`src/rtl/slow_window_pkg.sv`:
```
// Shared definitions for the slow-mode request window: the state encoding
// and the SlowTimeout value that selects the sticky mode.
package slow_window_pkg;

    typedef enum logic [1:0] {
        IDLE   = 2'd0,
        ACCESS = 2'd1,
        HOLD   = 2'd2,
        STICKY = 2'd3
    } state_e;

    localparam int unsigned  CNT_W       = 4;
    localparam logic [3:0]   STICKY_CODE = 4'hF;

    function automatic logic is_holding(input state_e s);
        return (s == HOLD) || (s == STICKY);
    endfunction

endpackage

```
`src/rtl/slow_prescaler.sv`:
```
// Down-counter that divides the clock into timeout ticks. It loads TICK_DIV-1,
// counts down while enabled, and pulses tick on the enabled clock at zero.
module slow_prescaler #(
    parameter int unsigned PRE_W    = 8,
    parameter int unsigned TICK_DIV = 16
) (
    input  logic clk,
    input  logic rst,
    input  logic load,
    input  logic en,
    output logic tick
);

    localparam logic [PRE_W-1:0] RELOAD = PRE_W'(TICK_DIV - 1);

    logic [PRE_W-1:0] pre_q, pre_d;

    // The terminal clock reloads rather than wrapping, so pre never underflows.
    always_comb begin
        pre_d = pre_q;
        tick  = en && (pre_q == '0);
        if (load) begin
            pre_d = RELOAD;
        end else if (en) begin
            pre_d = (pre_q == '0) ? RELOAD : pre_q - 1'b1;
        end
    end

    always_ff @(posedge clk or posedge rst) begin
        if (rst) begin
            pre_q <= '0;
        end else begin
            pre_q <= pre_d;
        end
    end

endmodule

```
`src/rtl/slow_window.sv`:
```
// Requests CPU slow-down for the duration of slow-class bus accesses and for
// a programmable window afterwards, or indefinitely while SlowTimeout is F.
module slow_window
    import slow_window_pkg::*;
#(
    parameter int unsigned TICK_DIV = 16,
    parameter int unsigned PRE_W    = 8
) (
    input  logic       CLK,
    input  logic       POR,
    input  logic       BACT,
    input  logic       IACKCS,
    input  logic       VIACS,
    input  logic       IWMCS,
    input  logic       SCCCS,
    input  logic       SCSICS,
    input  logic       SndCS,
    input  logic       SlowIACK,
    input  logic       SlowVIA,
    input  logic       SlowIWM,
    input  logic       SlowSCC,
    input  logic       SlowSCSI,
    input  logic       SlowSnd,
    input  logic       SlowClockGate,
    input  logic [3:0] SlowTimeout,
    output logic       SlowReq,
    output logic       ClockGate,
    output logic       Holding
);

    state_e           state_q, state_d;
    logic [CNT_W-1:0] count_q, count_d;
    logic             slow_req_q, slow_req_d;
    logic             clock_gate_q, clock_gate_d;
    logic             holding_q, holding_d;
    logic             hit;
    logic             pre_load, pre_en, pre_tick;

    assign hit = BACT && ((IACKCS && SlowIACK) || (VIACS  && SlowVIA)  ||
                          (IWMCS  && SlowIWM)  || (SCCCS  && SlowSCC)  ||
                          (SCSICS && SlowSCSI) || (SndCS  && SlowSnd));

    // A hit during HOLD freezes the prescaler; it reloads when that access ends.
    assign pre_en   = (state_q == HOLD) && !hit;
    assign pre_load = (state_q == ACCESS) && (state_d == HOLD);

    slow_prescaler #(
        .PRE_W    (PRE_W),
        .TICK_DIV (TICK_DIV)
    ) u_pre (
        .clk  (CLK),
        .rst  (POR),
        .load (pre_load),
        .en   (pre_en),
        .tick (pre_tick)
    );

    always_comb begin
        state_d = state_q;
        count_d = count_q;
        unique case (state_q)
            IDLE: begin
                if (hit) begin
                    state_d = ACCESS;
                end else if (SlowTimeout == STICKY_CODE) begin
                    state_d = STICKY;
                end
            end
            ACCESS: begin
                if (!BACT) begin
                    if (SlowTimeout == '0) begin
                        state_d = IDLE;
                    end else if (SlowTimeout == STICKY_CODE) begin
                        state_d = STICKY;
                    end else begin
                        state_d = HOLD;
                        count_d = SlowTimeout;
                    end
                end
            end
            HOLD: begin
                if (hit) begin
                    state_d = ACCESS;
                end else if (pre_tick) begin
                    if (count_q != '0) begin
                        count_d = count_q - 1'b1;
                    end
                    if (count_q <= CNT_W'(1)) begin
                        state_d = IDLE;
                    end
                end
            end
            STICKY: begin
                if (SlowTimeout != STICKY_CODE) begin
                    state_d = hit ? ACCESS : IDLE;
                end
            end
            default: state_d = IDLE;
        endcase

        slow_req_d   = (state_d != IDLE);
        clock_gate_d = slow_req_d && SlowClockGate;
        holding_d    = is_holding(state_d);
    end

    always_ff @(posedge CLK or posedge POR) begin
        if (POR) begin
            state_q      <= IDLE;
            count_q      <= '0;
            slow_req_q   <= 1'b0;
            clock_gate_q <= 1'b0;
            holding_q    <= 1'b0;
        end else begin
            state_q      <= state_d;
            count_q      <= count_d;
            slow_req_q   <= slow_req_d;
            clock_gate_q <= clock_gate_d;
            holding_q    <= holding_d;
        end
    end

    assign SlowReq   = slow_req_q;
    assign ClockGate = clock_gate_q;
    assign Holding   = holding_q;

endmodule

```
`config.mk`:
```
export PLATFORM = sky130hd
export DESIGN_NAME = slow_window
export DESIGN_NICKNAME = d
export VERILOG_FILES = /design/src/rtl/slow_window_pkg.sv /design/src/rtl/slow_prescaler.sv /design/src/rtl/slow_window.sv
export SDC_FILE = /design/constraint.sdc
export NUM_CORES = 1
export LEC_CHECK = 0
export ABC_AREA = 1
export CAP_MARGIN = 5
export CORE_MARGIN = 2
export CORE_UTILIZATION = 45
export DETAILED_ROUTE_END_ITERATION = 16
export GPL_ROUTABILITY_DRIVEN = 0
export PLACE_DENSITY = 0.7
export SKIP_CTS_REPAIR_TIMING = 1
export SYNTH_ARGS = -nofsm -noshare
export SYNTH_HDL_FRONTEND = slang
export SYNTH_SLANG_ARGS = --single-unit
```
`constraint.sdc`:
```
create_clock -name CLK -period 3.73 [get_ports CLK]
set_clock_uncertainty 0.05 [all_clocks]
set_input_delay 0.5595 -clock CLK [delete_from_list [all_inputs] [get_ports CLK]]
set_output_delay 0.5595 -clock CLK [all_outputs]
set_load 0.05 [all_outputs]
```
Yosys cells after proc, flatten, opt, wreduce, memory -nomap -nowiden. Cells that the tools add are included.

Register bits: 17. Input port bits: 20. Logic and storage cells: 69.

$add $sub $neg: 2. Magnitude comparators: 1. Equal/unequal tests: 13. Multiplexer cells: 21. Reductions and logical operators: 26.

Operators with widths (count): $mux W4 (6); $mux W8 (3); $mux W2 (8); $logic_and A1 B1 Y1 (11); $ne A2 B2 Y1 const B (5); $eq A2 B2 Y1 const B (4); $logic_not A8 Y1 (1); $pmux W2 S4 (1); $pmux W4 S2 (1); $sub A8 B1 Y8 const B (1); $reduce_and A7 Y1 (1); $logic_or A1 B1 Y1 (6); $reduce_bool A2 Y1 (3); $eq A4 B4 Y1 const B (1); $le A4 B1 Y1 const B (1); $logic_not A4 Y1 (1); $ne A4 B4 Y1 const B (1); $reduce_bool A4 Y1 (1); $sub A4 B1 Y4 const B (1); $eq A2 B1 Y1 const B (1); $logic_not A2 Y1 (1); $mux W1 (2); $ne A2 B1 Y1 const B (1); $logic_not A1 Y1 (1).

Longest topological paths before layout.
Depth in word-level cells: 16. Mapped depth: 10. Depth with buffers taken out: 10.

By module. Synthesis repeated with hierarchy kept, for this count alone.

Cells, all modules: 161. Area, all modules: 1161.1 sq um.

By module, submodules not included: slow_window (instances 1, cells each 95, area each 671.9 sq um); slow_prescaler (instances 1, cells each 66, area each 489.2 sq um).

Worst setup path before layout. OpenSTA, ideal clock, no wires.

Path type: reg-to-reg. Start point: reg u_pre.pre_q[0]. End point: reg count_q[0]. Arrival: 1.254 ns. Slack: 2.309 ns. Cell stages (with the launch flop): 10. Path buffers: 0. Period minus slack after synthesis: 1.421 ns. Cell sequence: dfrtp_1 inv_1 ha_1 nand3_2 nor3_4 nand2_2 nand2_4 nand2_4 nand2_1 nand2_1.

Cells in the longest elaborated chain, start to end: 4.

RTL lines: start, declared (line slow_prescaler.sv:16) `logic [PRE_W-1:0] pre_q, pre_d;`; start signal, assigned (line slow_prescaler.sv:33) `pre_q <= pre_d;`; $logic_not A8 Y1 (line slow_prescaler.sv:21) `tick = en && (pre_q == '0);`; $logic_and A1 B1 Y1 (line slow_prescaler.sv:21); $ne A2 B2 Y1 (no line); $reduce_and A7 Y1 (no line); end signal, assigned (line slow_window.sv:115) `count_q <= count_d;`; end, declared (line slow_window.sv:32) `logic [CNT_W-1:0] count_q, count_d;`.

No other way between the ends. A chain may end at the register's enable or synchronous reset.

Worst setup path after layout.
Start point: reg clock_gate_q, in the netlist ClockGate. End point: out ClockGate.

RTL lines: start, declared (line slow_window.sv:34) `logic clock_gate_q, clock_gate_d;`; start signal, assigned (line slow_window.sv:117) `clock_gate_q <= clock_gate_d;`; end, declared (line slow_window.sv:27) `output logic ClockGate,`.

No word-level cell between the ends.

==> results.md <==
* Yosys warns at 0
* Critical path origin: ClockGate$_DFF_PP0_
* Synthesis-stage register bit count at 17
* First-pass GRT wire length at 4.16 mm
* Die X at 54.4 um
* Commonest non-fill, non-tap cell in the layout: nand2_1
* R2r startpoint: u_pre.pre_q[0]$_DFFE_PP0P_
* Worst slack at placement at 1.71 ns
* Worst Setup Start Kind: flop
* Site Rows at 18
* R2R depth at 9
* IO Port Bufs at 22
* # diodes at 0
* Final Max Slew Viols at 0
* Critical Path RT at 3.12 ns
* CTS max path bufs at 2
* Critical path's slowest cell: clkdlybuf4s50_1
* Crit. End Element: output port
* Via density at 4.94
* Period utilisation layout at 54.4%
* Pwr/cell area at 489 nW/um2
* DRT iter0 DRCs at 28
* Cell class contributing the biggest share of worst-path delay: buffers and inverters
* Die Area at 2960 um2
* Final setup fails at 0
* Share of layout cells above drive strength 1 at 10.7%
* Critical-path maximum fanout at 1
* Area after DPL at 1400 um2
* Fill count at 245
* CTS Root Cell: clkbuf_4
* FMAX at 0.493 GHz
* Final Hold Viols at 0
* Netlist Area Pre-Place at 1140 um2
* Reg-to-reg slack, setup at 2.08 ns
* MaxCap Viol Count at 0
* Data arrival, critical path at 1.42 ns
* Wirelength, routed at 2.41 mm
* Setup TNS at 0 ns
* Die Ht at 54.4 um
* Max H-tree Level at 1
* Area Growth Syn to Fin at 24.9%
* CTS tree: done
* Core area at 2450 um2
* Fin nets at 212
* Dpl hpwl at 1.93 mm
* P_leak at 0.709 nW
* Post-synthesis sequential area ratio at 37.2%
* WS Path Type: flop to output port
* Worst setup path endpoint: ClockGate
* Post-Syn Area per Cell at 7.11 um2
* Critical path, cell by cell: clkdlybuf4s50_1
* Ports at 23
* Routed via count at 1072
* Total congestion overflow at 0
* Clk pin slew, worst setup/hold paths at 0.11 ns
* Largest stage delay, worst path at 0.79 ns
* TritonRoute pass-1 iters at 4
* Routed WL per cell at 11.1 um
* Worst min path class: flop to flop
* Unique masters post-synth at 21
* CTS sink count at 17
* CTS buffer count at 3
* RSZ-0062 raised after global routing: no
* Final worst slack at 1.70 ns
* R2R Path End: count_q[1]$_DFFE_PP0P_
* Initial antenna violation count at 0
* Levels on crit path at 1
* Utilization after layout at 58.3%
* Drc violations at 0
* Fin area at 1430 um2
* Worst Tran Pin Value at 0.665 ns
* Buffer and inverter count on the worst path at 1
* Maximum vdd drop at 0.360 mV
* Status: completed
* Post-Synthesis Cells at 161
* Later-pin clock latency in the skew report at 0.29 ns
* Minimum clock period after layout at 2.03 ns
* Initial Util at 46.6%
* Largest net degree at the start of global routing at 18
* Worst Hold Margin at 0.440 ns
* Most frequent cells in the layout: nand2_1, inv_1, clkdlybuf4s50_1
* Post-synth net total at 185
* All-Layer GR Usage at 19.2%
* Rel. slew slack at 55.6%
* Detail Route Antenna Nets at 0
* Vias in the first global route at 999
-- synth_stat cells --
library cell  count  share of area [%]
nand4_4           1                1.9
nor2_2            1               0.55
dfrtp_1          17                 37
xor2_1            1               0.77
inv_2             3               0.98
nand3_1          18                7.9
nor2_1           14                4.6
nand4_1           4                2.2
nor2_4            2                2.0
nor3_4            1                1.4
inv_1            25                8.2
o21ai_1           1               0.44
nand2_4           2                2.0
nand2_1          41                 13
ha_1              4                4.4
clkinv_1          1               0.33
nand2_2           3                1.6
or2_2             2                1.1
nand3_2           1               0.87
o21ai_0          18                7.9
nor3_1            1               0.44
-- registers in the layout, indices dropped and copies added, names as in the netlist --
name	flops
count_q	4
ClockGate	1
Holding	1
SlowReq	1
u_pre.pre_q	8
state_q	2
-- metal layers --
metal / routed length (um) / global-route usage (%) / vias to the layer above
met5: 0 / 0 / -
met4: 15 / 6.25 / 0
met2: 1170 / 32.5 / 25
met1: 1110 / 24.6 / 483
met3: 115 / 3.55 / 2
li1: - / - / 562
-- per-stage QoR --
step / power (mW) / std cells
finish: 0.699 / 217
global route: 0.779 / 217
CTS: 0.704 / 217
detailed placement: 0.599 / 213
global placement: 0.588 / 213
floorplan: 0.514 / 161
-- power breakdown --
| group | leakage [nW] | switching (mW) | internal (mW) | total, mW |
|---|---|---|---|---|
| sequential | 0.213 | 0.0342 | 0.235 | 0.270 |
| clock | 0.0177 | 0.0618 | 0.0398 | 0.102 |
| combinational | 0.478 | 0.202 | 0.126 | 0.328 |
| total | 0.709 | 0.298 | 0.401 | 0.699 |
-- kinds of logic (layout without fill, tap and decap cells) --
group | count (synthesis) | count (layout) | synth area share, %
adders and majority gates | 4 | 4 | 4.37
and+or+nand+nor | 91 | 91 | 39.9
xor gates and xnor gates | 1 | 1 | 0.765
DFF | 17 | 17 | 37.2
AOI/OAI and AO/OA | 19 | 19 | 8.31
buffers and inverters | 29 | 55 | 9.51
-- worst min path at each step --
stage / slack, ns / to / cells past startpoint / start
after CTS: 0.44 / count_q[1]$_DFFE_PP0P_ / 2 / count_q[1]$_DFFE_PP0P_
after global placement: 0.41 / count_q[1]$_DFFE_PP0P_ / 2 / count_q[1]$_DFFE_PP0P_
after detailed placement: 0.42 / count_q[1]$_DFFE_PP0P_ / 2 / count_q[1]$_DFFE_PP0P_
final: 0.44 / count_q[1]$_DFFE_PP0P_ / 2 / count_q[1]$_DFFE_PP0P_
after global routing: 0.46 / count_q[1]$_DFFE_PP0P_ / 2 / count_q[1]$_DFFE_PP0P_
after floorplan: 0.39 / count_q[1]$_DFFE_PP0P_ / 2 / count_q[1]$_DFFE_PP0P_
-- final cells by class --
class	instances	area [um2]	share of cell area (%)
clock buffer	3	22.5	1.57
sequential	17	425	29.7
timing repair buffer	22	220	15.4
multi-input combinational	115	611	42.7
clock inverter	1	5.00	0.350
inverter	29	109	7.61
tap	30	37.5	2.62
-- worst register-to-register path, delay by kind of cell, from the launching register on --
kind,cells,cell delay (ns)
adder cells (fa/ha/maj),1,0.22
buffers and inverters,1,0.12
flip-flops,1,0.37
AND/OR/NAND/NOR,7,0.80
No activity file was read; power rests on OpenSTA's default activity.
